## config.mk

```make
export PLATFORM = sky130hd
export DESIGN_NAME = serial_paralelo
export DESIGN_NICKNAME = d
export VERILOG_FILES = /design/src/rtl/serial_paralelo.sv
export SDC_FILE = /design/constraint.sdc
export NUM_CORES = 1
export LEC_CHECK = 0
export CAP_MARGIN = 15
export CORE_MARGIN = 2
export CORE_UTILIZATION = 63
export DETAILED_ROUTE_END_ITERATION = 12
export DONT_BUFFER_PORTS = 1
export HOLD_SLACK_MARGIN = 0.15
export PLACE_DENSITY_LB_ADDON = 0.05
export SETUP_SLACK_MARGIN = 0.1
export SLEW_MARGIN = 20
export SYNTH_ARGS = -nofsm -noshare
export SYNTH_HDL_FRONTEND = slang
export SYNTH_SLANG_ARGS = --single-unit
```

## constraint.sdc

```tcl
create_clock -name clk_32f -period 2.39 [get_ports clk_32f]
set_clock_uncertainty 0.05 [all_clocks]
set_input_delay 0.5975 -clock clk_32f [delete_from_list [all_inputs] [get_ports clk_32f]]
set_output_delay 0.5975 -clock clk_32f [all_outputs]
set_load 0.005 [all_outputs]
```

## src/rtl/serial_paralelo.sv

```systemverilog
// Receive deserializer: aligns a MSB-first serial lane on the COM character,
// locks after COM_NEEDED aligned commas, then presents data bytes at byte rate.
module serial_paralelo #(
    parameter int unsigned      WIDTH      = 8,
    parameter logic [WIDTH-1:0] COM        = 8'hBC,
    parameter int unsigned      COM_NEEDED = 4
) (
    input  logic             clk_32f,
    input  logic             reset_L,
    input  logic             data_in,
    output logic [WIDTH-1:0] data_out,
    output logic             valid_out,
    output logic             active
);

    localparam int unsigned     CntW      = (WIDTH > 1) ? $clog2(WIDTH) : 1;
    localparam int unsigned     ComW      = $clog2(COM_NEEDED + 1);
    localparam logic [CntW-1:0] LastBit   = CntW'(WIDTH - 1);
    localparam logic [ComW-1:0] ComTarget = ComW'(COM_NEEDED);

    typedef enum logic [1:0] {StSearch, StAlign, StActive} state_e;

    state_e           state;
    logic [WIDTH-1:0] shreg;
    logic [WIDTH-1:0] word;
    logic [CntW-1:0]  bit_cnt;
    logic [ComW-1:0]  com_cnt;
    logic             boundary;
    logic             is_com;

    // word is the byte completed by the bit arriving this cycle
    assign word     = {shreg[WIDTH-2:0], data_in};
    assign is_com   = (word == COM);
    assign boundary = (bit_cnt == LastBit);

    always_ff @(posedge clk_32f) begin
        if (!reset_L) begin
            state     <= StSearch;
            shreg     <= '0;
            bit_cnt   <= '0;
            com_cnt   <= '0;
            data_out  <= '0;
            valid_out <= 1'b0;
            active    <= 1'b0;
        end else begin
            shreg   <= word;
            bit_cnt <= boundary ? '0 : bit_cnt + 1'b1;
            unique case (state)
                StSearch: begin
                    // Sliding-window search; a hit re-phases the bit counter
                    if (is_com) begin
                        bit_cnt <= '0;
                        com_cnt <= ComW'(1);
                        if (COM_NEEDED <= 1) begin
                            state  <= StActive;
                            active <= 1'b1;
                        end else begin
                            state <= StAlign;
                        end
                    end
                end
                StAlign: begin
                    if (boundary) begin
                        if (is_com) begin
                            if (com_cnt + 1'b1 >= ComTarget) begin
                                com_cnt <= ComTarget;
                                state   <= StActive;
                                active  <= 1'b1;
                            end else begin
                                com_cnt <= com_cnt + 1'b1;
                            end
                        end else begin
                            com_cnt <= '0;
                            state   <= StSearch;
                        end
                    end
                end
                StActive: begin
                    if (boundary) begin
                        if (!is_com) begin
                            data_out  <= word;
                            valid_out <= 1'b1;
                        end else begin
                            valid_out <= 1'b0;
                        end
                    end
                end
                default: state <= StSearch;
            endcase
        end
    end

endmodule

```

---- Word-level counts from Yosys, hierarchy flattened ----
Cells that the tools add are included.
cells by class
  add/sub/neg operators ................... 2
  $lt $le $gt $ge ......................... 1
  eq/ne operators ......................... 7
  muxes and demuxes ....................... 14
  bitwise gates (word level) .............. 2
  reductions and logical operators ........ 7
operators with widths
  kind                                                                   number
  3-bit two-way mux                                                      7
  8-bit equality test, second input constant                             1
  2-bit two-way mux                                                      4
  4-bit AND reduction                                                    2
  3-bit by 1-bit adder with 3-bit output, second input constant          2
  2-bit one-hot mux with 3 select lines                                  1
  3-bit one-hot mux with 2 select lines                                  1
  3-bit AND reduction                                                    2
  2-bit != test, second input constant                                   2
  3-bit equality test, second input constant                             1
  3-bit greater-or-equal comparator, second input constant               1
  3-bit != test, second input constant                                   1
  2-bit by 1-bit equality test with 1-bit output, second input constant  1
  2-bit equality test, second input constant                             1
  2-bit zero test                                                        1
  1-bit inverter                                                         2
  2-bit AND reduction                                                    1
  2-bit nonzero test                                                     1
  1-bit two-way mux                                                      1
storage, ports and cells
  register bits after elaboration ......... 25
  output and inout port bits .............. 10
  logic and storage cells ................. 40

---- Longest topological paths before layout ----
  depth after elaboration ................. 6
  gate-level depth with buffers ........... 7
  mapped depth without buffers ............ 6

---- Least setup slack after synthesis ----
OpenSTA, ideal clock, no wires.
  path type ............................... in2reg
  start ................................... input port data_in
  end ..................................... register bit_cnt[1]
  setup time .............................. 0.115 ns
  arrival time ............................ 1.477 ns
  data required time ...................... 2.225 ns
  slack ................................... 0.748 ns
  stages on the path ...................... 4
  path buffers ............................ 0
  cell sequence ........................... and4bb_2 nand2_4 or3_1 and3_1
on the way
  cells in the longest elaborated chain, start to end .. 3
ends and longest elaborated chain
  what                    RTL line  source
  start: declaration      10        input logic data_in,
  8-bit equality test     33        assign is_com = (word == COM);
  3-bit two-way mux       51        if (is_com) begin
  3-bit two-way mux       48        unique case (state)
  end signal: assignment  47        bit_cnt <= boundary ? '0 : bit_cnt + 1'b1;
  end: declaration        26        logic [CntW-1:0] bit_cnt;
Every way passes these cells.
A chain may end at the register's enable or synchronous reset.

---- Final worst setup path ----
  start ................................... register bit_cnt[0]
  end ..................................... register data_out[6]
on the way
  cells in the longest elaborated chain, start to end .. 2
ends and longest elaborated chain
  what                           RTL line  source
  3-bit equality test            34        assign boundary = (bit_cnt == LastBit);
  3-bit AND reduction (no line)  n/a
  end signal: assignment         81        data_out <= word;
  end: declaration               11        output logic [WIDTH-1:0] data_out,
Every way passes these cells.

==> metrics.yaml <==
floorplan:
  coreArea_sq_um: 1489
  die-area_sq_um: 1884
  start_util: 0.6571
  fp.dieW_microns: 43.41
  dieHeight_microns: 43.41
  row_count: 14
  io_pins: 13
clocking:
  cts.clk_slew.worst_paths_ns: 0.13
  worstSkewPairLatency_ns: 0.31
  cts-hold-fix-buffers: 0
  cts.sinks: 25
  numCtsBuffers: 3
  cts_tree: "yes"
  cts_buffer_depth: 2
  h-tree-depth: 1
  ctsRootBufferMaster: "clkbuf_4"
  cts_resized: 0
  post_cts_buffers: 0
yosys:
  async_reset_ff_frac: 0
  synthTopCellsByArea: "dfxtp_1, mux2i_1, nor2b_1"
  synth.distinct_cells: 28
  synth_top_family_by_area: "simple AND/OR/NAND/NOR gates"
  yosys.area.top_type_share: 0.5115
  syn-num-nets: 98
  postSynthCellCount: 92
  synth_edf_count: 0
  synth-seq-cells: 25
  synth_compound_area_frac: 0.08184
  yosys.area_share.simple: 0.2442
  synthFlopType: "dfxtp_1"
  synth_fa_ha_area_frac: 0.03836
  syn_area_sq_um: 978.4
  yosys_warnings: 0
  synthMuxAreaShare: 0.09207
  yosysTopAreaCell: "dfxtp_1"
  synth_most_common_cell: "dfxtp_1"
  yosysSeqAreaShare: 0.5115
  postSynthAreaPerCell_sq_um: 10.64
  synth_xor_area_frac: 0.008951
  yosys-top-cells-count: "dfxtp_1, nor2b_1, mux2i_1, and2_1, nand2_1"
setup_path:
  end_kind: "register"
  arrival_ns: 1.98
  cp_top_family: "adder cells"
  start_kind: "register"
  cp_cell_sequence: "ha_1, ha_1, nand3b_1, a21oi_1, buf_4, mux2i_1, nor2b_1"
  worst-path-buf-inv: 1
  worst_path_max_delay_cell: "dfxtp_1"
  cp_data_required_time_ns: 2.56
  cpPeakStageDelay_ns: 0.36
  criticalPathCategory: "register to register"
  crit_path_frequent_cell: "ha_1"
  worstPathMaxFanout: 7
drt:
  wl_microns: 1492
  via_count: 608
  drtIter0Drc: 9
  drcViolationCount: 0
  vias_per_cell: 5.527
  wl_per_cell_microns: 13.56
  ant_nets: 0
  drt_first_pass_iters: 4
placement:
  hpwlAfterDp_microns: 1075
  place_congestion: 0.8316
  io_buffers: 0
  place_area_sq_um: 991.0
run_status:
  outcome: "completed"
sta:
  tightest_slew_ns: 0.3126
  fmax_mhz: 551.7
  slew_headroom: 0.7916
  hold_viol: 0
  slew_violations: 0
  setup_viol: 0
  post-route-period-util: 0.7584
  hold-worst-slack_ns: 0.3525
  rsz0062_at_grt: "false"
  setup_tns_ns: 0
  finalCriticalPeriod_ns: 1.813
cells_and_area:
  postLayoutCellArea_sq_um: 1018
  syn_to_final_growth_pct: 4.092
  nFillCells: 122
  drive_above_1_share: 0.1064
  diodes: 0
  finish.net_count: 101
pwr:
  power_density_nw_per_um2: 606.0
  ir_worst_vdd_mv: 0.4637
  power_uw: 617.2
  leakagePower_uw: 0.0003938
job:
  drv_cap: 0
global_routing:
  grt_max_degree: 27
  overflow: 0
  grt_pass1_wl_microns: 2628
  grt_pass1_vias: 608
  antenna_found_initial: 0
  gr-usage-all-layers: 0.1835
worst_hold_path:
  hp-class: "primary input to register"
## report_power, final
part	leakage (uW)	internal, uW	total, uW	switching (uW)
Combinational	0.000174	7.63	10.5	2.86
Sequential	0.000203	424	427	3.24
Clock	0.0000177	62.4	180	117
## layout make-up
type / count / area, sq um / area share
inverters: 2 / 7.507 / 0.007371
clock buffers: 3 / 22.52 / 0.02211
well taps: 16 / 20.02 / 0.01966
clock inverters: 1 / 5.005 / 0.004914
flip-flops and latches: 25 / 500.5 / 0.4914
repair buffers: 1 / 7.507 / 0.007371
multi-input cells: 62 / 455.4 / 0.4472
## path summary, 6_finish.rpt
check,slack [ns],startpoint,depth (start not counted),end
worst max-delay path,0.58,bit_cnt[0],7,data_out[6]
worst min-delay path,0.35,reset_L,1,com_cnt[1]
worst max register to register,0.58,bit_cnt[0],7,data_out[6]
worst min register to register,0.45,shreg[2],1,shreg[3]
## layout by cell type (no fill, tap or decap)
master    count
and2_2        1
and4bb_2      1
buf_4         1
or3_1         1
nor2b_1      10
clkinv_2      1
and3b_1       1
a211o_1       1
and4b_2       1
nor2_1        3
nand3_1       1
a21oi_1       3
and3_1        3
o311a_2       1
nand3b_1      2
mux2i_1       9
xnor2_1       1
nand2_1       4
o22ai_1       1
o31ai_1       1
o32ai_1       1
o21a_1        3
nor3_1        2
dfxtp_1      25
inv_1         2
and2_1        7
clkbuf_4      3
nand2_4       1
ha_1          3
## routing by layer
layer	vias up	share of wire	track usage	wire, microns
met5	-	0	0	0
met4	0	0.0067	0.07273	10
met3	2	0.048	0.05000	71
met2	8	0.47	0.2955	697
met1	276	0.48	0.2347	712
li1	322	-	-	-
## sequential cells by signal, summed over array words and instances, names as in the netlist
register	flops
active	1
bit_cnt	3
com_cnt	3
data_out	8
shreg	7
state	2
valid_out	1
## cells by family after synthesis
family | Yosys count
XOR/XNOR | 1
flip-flops | 25
buffers and inverters | 5
AO/OA/AOI/OAI | 11
adder cells (fa/ha/maj) | 3
multiplexers | 9
AND/OR/NAND/NOR | 38
## metrics by stage
stage	utilization	instances	worst slack, ns
floorplan	-	92	0.7478
global placement	0.6655	106	0.6080
detailed placement	0.6655	106	0.5810
CTS	0.6840	110	0.5459
global route	0.6840	110	0.4316
finish	0.6840	110	0.5775
No activity file was read; power rests on OpenSTA's default activity.
